--- config.mk ---
export PLATFORM = sky130hd
export DESIGN_NAME = pipeline_hazard_ctrl
export DESIGN_NICKNAME = d
export VERILOG_FILES = /design/src/rtl/pipeline_ctrl_pkg.sv /design/src/rtl/pipeline_hazard_ctrl_fwd.sv /design/src/rtl/pipeline_hazard_ctrl.sv
export SDC_FILE = /design/constraint.sdc
export NUM_CORES = 1
export LEC_CHECK = 0
export BUFFER_PORTS_ARGS = -buffer_cell sky130_fd_sc_hd__buf_2
export CAP_MARGIN = 15
export CORE_MARGIN = 2
export CORE_UTILIZATION = 30
export DETAILED_ROUTE_END_ITERATION = 7
export PLACE_DENSITY_LB_ADDON = 0.05
export SLEW_MARGIN = 25
export SYNTH_ARGS = -nofsm -noshare
export SYNTH_HDL_FRONTEND = slang
export SYNTH_SLANG_ARGS = --single-unit
--- constraint.sdc ---
create_clock -name clk -period 3.8 [get_ports clk]
set_input_delay 0.76 -clock clk [delete_from_list [all_inputs] [get_ports clk]]
set_output_delay 0.76 -clock clk [all_outputs]
set_load 0.01 [all_outputs]
--- src/rtl/pipeline_ctrl_pkg.sv ---
// Shared types and helpers for the pipeline hazard controller:
// action/state codes, forward-select codes and register-match helpers.
package pipeline_ctrl_pkg;

    typedef enum logic [1:0] {
        RUN       = 2'd0,
        MEM_WAIT  = 2'd1,
        RAW_STALL = 2'd2,
        FLUSH     = 2'd3
    } ctrl_state_t;

    typedef enum logic [1:0] {
        FWD_RF    = 2'd0,
        FWD_EXMEM = 2'd1,
        FWD_MEMWB = 2'd2
    } fwd_sel_t;

    // Memory-handshake tracker; MS_FORCED marks the cycle released by timeout.
    typedef enum logic [1:0] {
        MS_IDLE   = 2'd0,
        MS_WAIT   = 2'd1,
        MS_FORCED = 2'd2
    } mem_fsm_t;

    localparam logic [4:0] REG_ZERO = 5'd0;

    // True when a nonzero destination feeds one of the sources actually read.
    function automatic logic reads_reg(input logic [4:0] rd, input logic [4:0] rs,
                                       input logic [4:0] rt, input logic uses_rt);
        return (rd != REG_ZERO) && ((rd == rs) || (uses_rt && (rd == rt)));
    endfunction

    function automatic fwd_sel_t fwd_select(input logic [4:0] src,
                                            input logic [4:0] exmem_rd, input logic exmem_we,
                                            input logic [4:0] memwb_rd, input logic memwb_we);
        if (src == REG_ZERO)
            return FWD_RF;
        if (exmem_we && (exmem_rd == src))
            return FWD_EXMEM;
        if (memwb_we && (memwb_rd == src))
            return FWD_MEMWB;
        return FWD_RF;
    endfunction

endpackage

--- src/rtl/pipeline_hazard_ctrl_fwd.sv ---
// ALU operand forwarding selects; the younger EX/MEM result wins over MEM/WB.
module pipeline_fwd_unit
    import pipeline_ctrl_pkg::*;
(
    input  logic [4:0] ex_rs,
    input  logic [4:0] ex_rt,
    input  logic [4:0] exmem_rd,
    input  logic       exmem_regwrite,
    input  logic [4:0] memwb_rd,
    input  logic       memwb_regwrite,
    output fwd_sel_t   fwd_a,
    output fwd_sel_t   fwd_b
);

    always_comb begin
        fwd_a = fwd_select(ex_rs, exmem_rd, exmem_regwrite, memwb_rd, memwb_regwrite);
        fwd_b = fwd_select(ex_rt, exmem_rd, exmem_regwrite, memwb_rd, memwb_regwrite);
    end

endmodule

--- src/rtl/pipeline_hazard_ctrl.sv ---
// Stall/flush/forwarding controller for the 5-stage pipeline with perf counters.
// Build option: define FORWARDING_EN for operand forwarding with load-use-only stalls.
module pipeline_hazard_ctrl
    import pipeline_ctrl_pkg::*;
#(
    parameter int unsigned MEM_TIMEOUT = 16,
    parameter int unsigned CNT_W       = 16
)
(
    input  logic             clk,
    input  logic             rst_n,
    input  logic [4:0]       id_rs,
    input  logic [4:0]       id_rt,
    input  logic             id_uses_rt,
    input  logic [4:0]       ex_rs,
    input  logic [4:0]       ex_rt,
    input  logic [4:0]       idex_rd,
    input  logic             idex_regwrite,
    input  logic             idex_memread,
    input  logic [4:0]       exmem_rd,
    input  logic             exmem_regwrite,
    input  logic [4:0]       memwb_rd,
    input  logic             memwb_regwrite,
    input  logic             ex_branch_taken,
    input  logic             mem_req,
    input  logic             mem_ready,
    output logic             pc_write,
    output logic             ifid_write,
    output logic             ifid_flush,
    output logic             idex_bubble,
    output logic             exmem_hold,
    output logic             memwb_bubble,
    output logic [1:0]       fwd_a,
    output logic [1:0]       fwd_b,
    output logic [1:0]       ctrl_state,
    output logic [CNT_W-1:0] stall_count,
    output logic [CNT_W-1:0] flush_count,
    output logic             mem_err
);

    localparam int unsigned    WCW       = (MEM_TIMEOUT > 1) ? $clog2(MEM_TIMEOUT) : 1;
    localparam logic [WCW-1:0] WAIT_LAST = WCW'(MEM_TIMEOUT - 1);

    mem_fsm_t       mem_fsm;
    logic [WCW-1:0] wait_cnt;
    logic           mem_stall;
    logic           raw_hazard;
    ctrl_state_t    action;
    fwd_sel_t       sel_a;
    fwd_sel_t       sel_b;

    // The timeout-release cycle is treated as ready even if mem_ready stays low.
    assign mem_stall = mem_req & ~mem_ready & (mem_fsm != MS_FORCED);

`ifdef FORWARDING_EN
    pipeline_fwd_unit u_fwd (
        .ex_rs          (ex_rs),
        .ex_rt          (ex_rt),
        .exmem_rd       (exmem_rd),
        .exmem_regwrite (exmem_regwrite),
        .memwb_rd       (memwb_rd),
        .memwb_regwrite (memwb_regwrite),
        .fwd_a          (sel_a),
        .fwd_b          (sel_b)
    );

    assign raw_hazard = idex_memread & reads_reg(idex_rd, id_rs, id_rt, id_uses_rt);

    logic unused_cfg;
    assign unused_cfg = idex_regwrite;
`else
    assign sel_a = FWD_RF;
    assign sel_b = FWD_RF;

    // MEM/WB producers need no stall: the register file writes before it is read.
    assign raw_hazard = (idex_regwrite  & reads_reg(idex_rd,  id_rs, id_rt, id_uses_rt))
                      | (exmem_regwrite & reads_reg(exmem_rd, id_rs, id_rt, id_uses_rt));

    logic unused_cfg;
    assign unused_cfg = ^{idex_memread, ex_rs, ex_rt, memwb_rd, memwb_regwrite};
`endif

    always_comb begin
        if (mem_stall)
            action = MEM_WAIT;
        else if (ex_branch_taken)
            action = FLUSH;
        else if (raw_hazard)
            action = RAW_STALL;
        else
            action = RUN;
    end

    always_comb begin
        pc_write     = 1'b1;
        ifid_write   = 1'b1;
        ifid_flush   = 1'b0;
        idex_bubble  = 1'b0;
        exmem_hold   = 1'b0;
        memwb_bubble = 1'b0;
        fwd_a        = sel_a;
        fwd_b        = sel_b;
        ctrl_state   = action;
        case (action)
            MEM_WAIT: begin
                pc_write     = 1'b0;
                ifid_write   = 1'b0;
                exmem_hold   = 1'b1;
                memwb_bubble = 1'b1;
            end
            FLUSH: begin
                ifid_flush  = 1'b1;
                idex_bubble = 1'b1;
            end
            RAW_STALL: begin
                pc_write    = 1'b0;
                ifid_write  = 1'b0;
                idex_bubble = 1'b1;
            end
            default: ;
        endcase
        if (!rst_n) begin
            pc_write     = 1'b0;
            ifid_write   = 1'b0;
            ifid_flush   = 1'b1;
            idex_bubble  = 1'b1;
            exmem_hold   = 1'b0;
            memwb_bubble = 1'b1;
            fwd_a        = FWD_RF;
            fwd_b        = FWD_RF;
            ctrl_state   = RUN;
        end
    end

    always_ff @(posedge clk or negedge rst_n) begin
        if (!rst_n) begin
            mem_fsm     <= MS_IDLE;
            wait_cnt    <= '0;
            stall_count <= '0;
            flush_count <= '0;
            mem_err     <= 1'b0;
        end else begin
            if (mem_stall) begin
                if (wait_cnt == WAIT_LAST) begin
                    mem_fsm  <= MS_FORCED;
                    wait_cnt <= '0;
                    mem_err  <= 1'b1;
                end else begin
                    mem_fsm  <= MS_WAIT;
                    wait_cnt <= wait_cnt + WCW'(1);
                end
            end else begin
                mem_fsm  <= MS_IDLE;
                wait_cnt <= '0;
            end

            if (((action == MEM_WAIT) || (action == RAW_STALL)) && (stall_count != '1))
                stall_count <= stall_count + CNT_W'(1);
            if ((action == FLUSH) && (flush_count != '1))
                flush_count <= flush_count + CNT_W'(1);
        end
    end

endmodule
* Yosys cells after proc, flatten, opt, wreduce, memory -nomap -nowiden
Index checks and enable logic that the tools add are counted.
** Storage, ports and cells
- Bits in registers :: 39
- Bits of input ports :: 45
- Output and inout port bits :: 45
- Logic and storage cells :: 56
** Cells by class
- Add/subtract/negate cells :: 3
- Equal/unequal tests :: 11
- Multiplexer cells :: 17
- Bitwise operators :: 6
- Reduce and logical (&&, ||, !) cells :: 14
** Operators by type and width (number)
- 16-bit by 1-bit adder with 16-bit output, second input constant :: 2
- 16-bit inequality test, second input constant :: 2
- 5-bit == test :: 4
- 2-bit 2-to-1 mux :: 6
- 5-bit nonzero test :: 2
- 1-bit 2-to-1 mux :: 9
- 4-bit 2-to-1 mux :: 2
- 1-bit logical AND :: 6
- 4-bit by 1-bit adder with 4-bit output, second input constant :: 1
- 1-bit bitwise AND :: 4
- 2-bit == test, second input constant :: 2
- 4-bit == test, second input constant :: 1
- 2-bit OR reduction :: 2
- 1-bit logical OR :: 3
- 2-bit by 1-bit == test with 1-bit output, second input constant :: 1
- 2-bit inequality test, second input constant :: 1
- 2-bit AND reduction :: 1
- 1-bit NOT :: 1
- 1-bit bitwise OR :: 1

* Longest topological paths before layout
Gate-level depths: netlist of run 1.
- Word-level depth :: 13
- Gate-level depth with buffers :: 10
- Mapped depth without buffers :: 10

* Worst setup path before layout of run 1
No wires, ideal clock.
- Path kind :: input to output
- Start :: in id_rt[3]
- End :: out pc_write
- Data arrival time :: 2.472 ns
- Data required time :: 3.040 ns
- Setup slack :: 0.568 ns
- Cell stages on the path :: 8
- Buffers on the path :: 1
- Cell sequence :: xor2_1 nor4_1 a32oi_1 o221a_2 or2_1 ha_1 and2_1 buf_4
** On the way
- Cells in the longest elaborated chain, start to end :: 13
- Elaborated cells between the ends (all ways) :: 19
- Classes of those cells :: eq/ne: 4; mux: 5; bitwise: 3; reduce/logical: 7
** Ends and longest elaborated chain
- from (decl) :: RTL line pipeline_hazard_ctrl.sv:13 : input logic [4:0] id_rt,
- 5-bit == test :: RTL line pipeline_ctrl_pkg.sv:30 : return (rd != REG_ZERO) && ((rd == rs) || (uses_rt && (rd == rt)));
- 1-bit logical AND :: RTL line pipeline_ctrl_pkg.sv:30
- 1-bit logical OR :: RTL line pipeline_ctrl_pkg.sv:30
- 1-bit logical AND :: RTL line pipeline_ctrl_pkg.sv:30
- 1-bit bitwise AND (on tied branches) :: RTL line pipeline_hazard_ctrl.sv:76, pipeline_hazard_ctrl.sv:77
- 1-bit bitwise OR * :: RTL line pipeline_hazard_ctrl.sv:77 : | (exmem_regwrite & reads_reg(exmem_rd, id_rs, id_rt, id_uses_rt));
- 2-bit 2-to-1 mux * :: RTL line pipeline_hazard_ctrl.sv:88 : else if (raw_hazard)
- 2-bit 2-to-1 mux * :: RTL line pipeline_hazard_ctrl.sv:86 : else if (ex_branch_taken)
- 2-bit 2-to-1 mux * :: RTL line pipeline_hazard_ctrl.sv:84 : if (mem_stall)
- 2-bit by 1-bit == test with 1-bit output or 2-bit == test (tied branches)
- 2-bit OR reduction (no source line) *
- 1-bit 2-to-1 mux * (2 in series)
- to (decl) :: RTL line pipeline_hazard_ctrl.sv:27 : output logic pc_write,
Mark *: on every way between the ends. The rest lies on a longest branch, timed or not.

* Final worst setup path of run 1
- Start :: in id_rt[3]
- End :: out pc_write
** On the way
- Cells in the longest elaborated chain, start to end :: 13
- Elaborated cells between the ends (all ways) :: 19
- Classes of those cells :: eq/ne: 4; mux: 5; bitwise: 3; reduce/logical: 7
** Ends and longest elaborated chain
- 5-bit == test :: RTL line pipeline_ctrl_pkg.sv:30
- 1-bit logical AND :: RTL line pipeline_ctrl_pkg.sv:30
- 1-bit logical OR :: RTL line pipeline_ctrl_pkg.sv:30
- 1-bit logical AND :: RTL line pipeline_ctrl_pkg.sv:30
- 1-bit bitwise AND (on tied branches) :: RTL line pipeline_hazard_ctrl.sv:76, pipeline_hazard_ctrl.sv:77
- 1-bit bitwise OR * :: RTL line pipeline_hazard_ctrl.sv:77
- 2-bit 2-to-1 mux * :: RTL line pipeline_hazard_ctrl.sv:88
- 2-bit 2-to-1 mux * :: RTL line pipeline_hazard_ctrl.sv:86
- 2-bit 2-to-1 mux * :: RTL line pipeline_hazard_ctrl.sv:84
- 2-bit by 1-bit == test with 1-bit output or 2-bit == test (tied branches) :: RTL line pipeline_hazard_ctrl.sv:104 : case (action)
- 2-bit OR reduction (no source line) *
- 1-bit 2-to-1 mux * :: RTL line pipeline_hazard_ctrl.sv:104
- 1-bit 2-to-1 mux * :: RTL line pipeline_hazard_ctrl.sv:122 : if (!rst_n) begin
Marked as above.

==> results.md, run 1 <==
* Synthesized instance count at a little over 200
* Synth cell types at 37
* Wire per inst at around 13 um
* Resize count post-CTS at 0
* Core Region at slightly above 7000 sq um
* Initial core utilization at around 31%
* Maximum VDD drop at roughly 0.00019 V
* CP Class: primary input to output pin
* Buf/Inv on CP at 2
* Avg Inst Size Synth at 10.7 sq um
* Synth area leader: dfrtp_1
* Worst-skew pair later-pin latency at approximately 290 ps
* Seq/Total Area, Yosys at around 45%
* Top cells by area in the synthesized netlist: dfrtp_1, xor2_1, xnor2_1, nand3_1, nor2_1
* Final Max Tran Viols at 0
* Crit path top cell by count: buf_2
* CP endpoint kind: output pin
* Initial antenna violation count at 0
* Max Cap Viol at 0
* First-pass GRT wire length at a little over 8 mm
* GR Overflow Total at 0
* CP delay by family, top: simple AND/OR/NAND/NOR gates
* Synth warn at 0
* CTS Hold Bufs at 0
* Clock Skew at roughly 7.7 ps
* Worst hold slack at 404 ps
* Final TNS setup at 0 ps
* Worst min path class: primary input to async pin
* GPL Wtd Cong at 0.765
* Layout cells sized above 1 at approximately 32%
* CTS tree: built
* EDFF count, synth at 0
* CP required at between 3000 and 4000 ps
* Count leader, synth: dfrtp_1
* Top cell type's share of synthesized area at approximately 45%
* Crit path DAT at 2700 ps
* Period minus WS final at between 3000 and 4000 ps
* Max Clk Rate at roughly 290 MHz
* Reg-to-Reg End: stall_count[13]
* Crit path max-delay cell type: ha_1
* # clock sinks at 39
* Root Buffer: clkbuf_8
* Layout area overhead at 25.4%
* Share of synthesized flip-flops with an asynchronous set or reset at 100%
* Fin nets at roughly 330
* Reg2reg path depth at 8
* Ys flop type: dfrtp_1
* Post-DP HPWL at around 3.8 mm
* Final worst setup slack at around 340 ps
* Inserted Diodes at 0
* Syn Std Cell Area at 2180 sq um
* Hold Vio Cnt, Final at 0
* WL final at 4.95 mm
* Place WS at between 300 and 400 ps
* Post-layout util at 38.3%
* Clock transition at path regs at 80 ps
* Unrepaired setup endpoints after global routing: no
* Power Dens Cells at approximately 480 nW/um^2
* Largest net degree at the start of global routing at 21
* Final period utilization at between 90 and 100%
* Chip height at 89.2 um
* CP max FO at 5
* Setup violators final at 0
* Die area at 7960 sq um
* IO buf count at 68
* Slew margin rel. at roughly 63%
* CP startpoint kind: primary input
* Io pins at 90
* Die X at a little under 90 um
* Slowest stage delay, CP at approximately 400 ps
* R2R setup slack at ~1500 ps
* Pre-antenna DRT Iters at 4
* Worst r2r src: mem_fsm[0]
* Leak at 0.00133 uW
* CTS Buffer Depth at 2
* Initial DRC Count at ~40
* Pin slew with the least headroom to its limit at approximately 560 ps
* Number of routed nets with antenna violations at 0
* Yosys reg bits at 39
* Row count at 31
* H-tree levels at 2
* Via total after detailed routing at approximately 1,700
* Post CTS Setup Buffer Count at 0
* Number of global-route vias before repair at 1,673
* Tot GR Track Use at 13.2%
* Vias per cell at ~4.4
* Synth cell count leaders: dfrtp_1, xor2_1, xnor2_1, nor2_1, nand3_1
* Cell Chain, Critical Path: buf_2, xor2_1, nor4_1, a32oi_1, o221a_2, or2_1, ha_1, and2_1, buf_2
* Status: finished clean
* CTS Buf Count at 5
* DRC viols at 0
## worst max-delay path by stage
stage / to / slack (ps) / startpoint / cells after the start
after floorplan: pc_write / 570 / id_rt[3] / 8
after global placement: ifid_write / 290 / id_rt[0] / 9
after detailed placement: pc_write / 340 / id_rt[3] / 9
after CTS: pc_write / 320 / id_rt[3] / 9
after global routing: ifid_write / 210 / id_rt[0] / 9
final: pc_write / 340 / id_rt[3] / 9
## layout by cell type (no fill, tap or decap), drive strengths merged
master,n
o221a,1
nand3,15
and3,5
xnor2,21
mux2,2
a41oi,1
conb,4
xor2,30
or2,4
buf,70
nand4,6
a41o,1
nor2,18
nor4,3
nor4b,1
a2111oi,2
a21oi,1
and2,4
a32oi,2
and4,7
nand2,11
clkbuf,5
nor2b,2
ha,5
or4,2
nand2b,2
o21ai,4
inv,4
nor3,3
o211ai,1
dfrtp,39
bufinv,1
clkinv,2
## through the flow
stage | area [sq um] | std cells | power (uW)
6_report | 2730 | 378 | 1300
5_1_grt | 2730 | 378 | 1400
4_1_cts | 2730 | 378 | 1320
3_5_place_dp | 2620 | 370 | 965
3_3_place_gp | 2620 | 370 | 964
2_1_floorplan | 2190 | 207 | 800
## power by group
part           leakage [uW]  switching (uW)  total, uW  internal (uW)
sequential         0.000512             105        600            495
combinational      0.000757             184        347            163
clock             0.0000581             155        351            196
## cell families after synthesis
kind of cell	after synthesis	share of synthesized area, %
buffers and inverters	10	2.93
xor gates and xnor gates	51	20.5
muxes	2	1.03
other	1	0.172
DFF	39	44.8
AOI/OAI and AO/OA	13	6.37
and+or+nand+nor	83	21.4
adders and majority gates	5	2.87
## state kept, by name, indices dropped and copies added (netlist names)
name / flops
wait_cnt: 4
mem_fsm: 2
mem_err: 1
stall_count: 16
flush_count: 16
## worst reg2reg max path, stage by stage (launching register included)
cell and delay [ps]:
dfrtp_1 370, nor2b_1 210, nor2_1 140, nor2_1 200
inv_1 70, ha_1 390, nor4b_2 480, nand3_1 160
xnor2_1 140
## per-layer routing
| metal | up-vias | global-route usage, % | part of all wire (%) |
|---|---|---|---|
| met5 | - | 0 | 0 |
| met4 | 0 | 3.39 | 1.0 |
| met3 | 6 | 3.60 | 4.2 |
| met2 | 35 | 22.1 | 49 |
| met1 | 791 | 17.0 | 46 |
| li1 | 846 | - | - |
## final cells by class
class                   count  area [sq um]
clock buffers               5          68.8
inverters                   4          15.0
multi-input cells         158          1150
clock inverters             3          43.8
fillers                   747          4400
well taps                  99           124
flip-flops and latches     39           976
repair buffers             70           355
No activity file was read; power rests on OpenSTA's default activity.
==> run 2, diff against run 1 <==
==> constraint.sdc (replaced) <==
create_clock -name clk -period 3.2 [get_ports clk]
set_input_delay 0.64 -clock clk [delete_from_list [all_inputs] [get_ports clk]]
set_output_delay 0.64 -clock clk [all_outputs]
set_load 0.01 [all_outputs]
==> run 2 against run 1 <==
Core utilization increased by 1.0 points; first-iteration DRC count increased by 27%; cell count increased by 1.6%; clock power increased by 19%; register-to-register slack got worse by 570 ps; global-route usage about the same; die area unchanged; via count increased by 3.2%; worst hold slack got worse by 200 ps; critical endpoint is now ifid_write; largest cell class unchanged; largest power group unchanged; highest routed layer unchanged.
==> results.md, run 2 (synthesis results as in run 1) <==
* Slowest stage delay, CP at 320 ps (-80 ps)
* Worst min path class: primary input to async pin
* Number of global-route vias before repair at 1,709 (+2.2%)
* Tot GR Track Use at 13.2% (-0.014 points)
* First-pass GRT wire length at 8.20 mm (-0.50%)
* CTS Buf Count at 5 (unchanged)
* CTS Buffer Depth at 2 (unchanged)
* CP startpoint kind: primary input
* Initial antenna violation count at 0 (unchanged)
* CP max FO at 2 (-3)
* Place WS at 38.7 ps (-302 ps)
* Worst hold slack at 205 ps (-199 ps)
* Post-route cell area at 2810 sq um (+2.6%)
* Sw frac at 34.3% (+0.082 points)
* Most common cell after layout, fill and taps aside: buf_2
* Period minus WS final at about 3100 ps
* Layout area overhead at 28.7%
* Slew margin rel. at 62.1% (-0.61 points)
* Post CTS Setup Buffer Count at 0 (unchanged)
* Switch Pwr at 535 uW (+21%)
* Multi-input combinational cell area at 1180 sq um (+2.3%)
* Fillers at 760 (+1.7%)
* Power Dens Cells at 557 nW/um^2 (+17%)
* CP Class: primary input to output pin
* Fin nets at 334 (+1.8%)
* Io pins at 90 (unchanged)
* Unrepaired setup endpoints after global routing: no
* Maximum VDD drop at 0.000262 V (+36%)
* IO buf count at 68 (unchanged)
* Root Buffer: clkbuf_8
* Pin slew with the least headroom to its limit at 565 ps (+9.08 ps)
* Met2 Resource Use GR at 22.7% (+0.61 points)
* Chip height at 89.2 um (unchanged)
* Cell Chain, Critical Path: buf_2, xor2_1, nor4_1, a32oi_1, o221a_2, or2_1, ha_4, and2_4, buf_2
* Worst r2r src: mem_fsm[0]
* GR Overflow Total at 0 (unchanged)
* Vias per cell at 4.51 (+1.6%)
* Clock power frac at 26.9% (about the same)
* Clock transition at path regs at 80 ps (about the same)
* Buf/Inv on CP at 2 (unchanged)
* Setup violators final at 0 (unchanged)
* Core Region at 7140 sq um (unchanged)
* Status: finished clean
* Flop pwr share at 45.6% (-0.6 points)
* Final Max Tran Viols at 0 (unchanged)
* Pre-antenna DRT Iters at 4 (unchanged)
* Row count at 31 (unchanged)
* Post-DP HPWL at 3.82 mm (about the same)
* Int Power at 1030 uW (+20%)
* Max Clk Rate at between 300 and 400 MHz
* CP delay by family, top: simple AND/OR/NAND/NOR gates
* Setup crit start: id_rt[3]
* Final TNS setup at 0 ps (unchanged)
* WL final at 5.05 mm (+2.0%)
* # clock sinks at 39 (unchanged)
* Largest net degree at the start of global routing at 19 (-9.5%)
* Inserted Diodes at 0 (unchanged)
* Wire per inst at 13.2 um (+0.45%)
* Die X at 89.2 um (unchanged)
* Initial DRC Count at 52 (+27%)
* Worst-skew pair later-pin latency at 290 ps (about the same)
* Die area at 7960 sq um (unchanged)
* Resize count post-CTS at 0 (unchanged)
* CP required at 2560 ps (-480 ps)
* Largest registers: flush_count: 16 flops, stall_count: 16 flops, wait_cnt: 4 flops
* Layout cells sized above 1 at 35.1% (+2.8 points)
* Grt peak-use layer: met2
* M3 GR Usage at 3.32% (-0.28 points)
* H-tree levels at 2 (unchanged)
* CP endpoint kind: output pin
* DRC viols at 0 (unchanged)
* Via total after detailed routing at 1,732 (+3.2%)
* Clock Skew at 12.0 ps (+4.30 ps)
* Initial core utilization at 30.5% (unchanged)
* Grt met1 use at 16.7% (-0.32 points)
* Number of routed nets with antenna violations at 0 (unchanged)
* Register area at 976 sq um (unchanged)
* Area post-placement at 2670 sq um (+1.7%)
* Final period utilization at a little over nine tenths
* Final worst setup slack at 87.2 ps (-249 ps)
* Max Cap Viol at 0 (unchanged)
* Crit path top cell by count: buf_2
* Crit path max-delay cell type: o221a_2
* CTS Hold Bufs at 0 (unchanged)
* CTS tree: built
* Post-layout util at 39.3% (+1.0 points)
* GPL Wtd Cong at 0.736 (-3.8%)
* Crit path DAT at 2470 ps (-230 ps)
* Leak at 0.00136 uW (+2.6%)
* Most frequent cells in the layout: buf_2, dfrtp_1, xor2_1
* Hold Vio Cnt, Final at 0 (unchanged)
* Logic pwr share at 27.5% (+0.7 points)
## run 2: cell type report
| type | instances | area share, % |
|---|---|---|
| multi-input cells | 158 | 42.0 |
| flip-flops and latches | 39 | 34.8 |
| repair buffers | 76 | 14.3 |
| well taps | 99 | 4.42 |
| clock buffers | 5 | 2.45 |
| clock inverters | 3 | 1.56 |
| inverters | 4 | 0.535 |
## run 2: worst reg2reg max path, cell delays in order, from the launching register on
cell     delay, ps
dfrtp_1        370
nor2b_1        210
nor2_1         140
nor2_1         200
inv_1          120
ha_4           260
buf_4          150
nor4b_2        380
nand3_1        150
xnor2_1        140
## run 2: power groups by stage
stage               logic [uW]  registers [uW]  clock network, uW
finish                     429             713                419
global route               489             736                451
CTS                        431             714                434
detailed placement         431             722                  0
global placement           427             725                  0
floorplan                  206             744                  0
## run 2: path summary, 6_finish.rpt
kind | end | slack, ps | depth (start not counted)
max in group asynchronous | stall_count[7] | 2460 | 2
worst max register to register | stall_count[15] | 970 | 9
min in group clk | wait_cnt[0] | 470 | 1
worst max-delay path | ifid_write | 90 | 9
worst min-delay path | flush_count[3] | 210 | 1
worst min register to register | wait_cnt[0] | 470 | 1
## run 2: metal layers
metal,wire length (um),part of all wire (%)
met4,58,1.1
met5,0,0
met1,2270,45
met3,207,4.1
met2,2520,50
## run 2: per-stage QoR
stage	total power, uW	std cells
final	1560	384
after global routing	1680	384
after CTS	1580	384
after global placement	1150	376
after detailed placement	1150	376
after floorplan	950	207
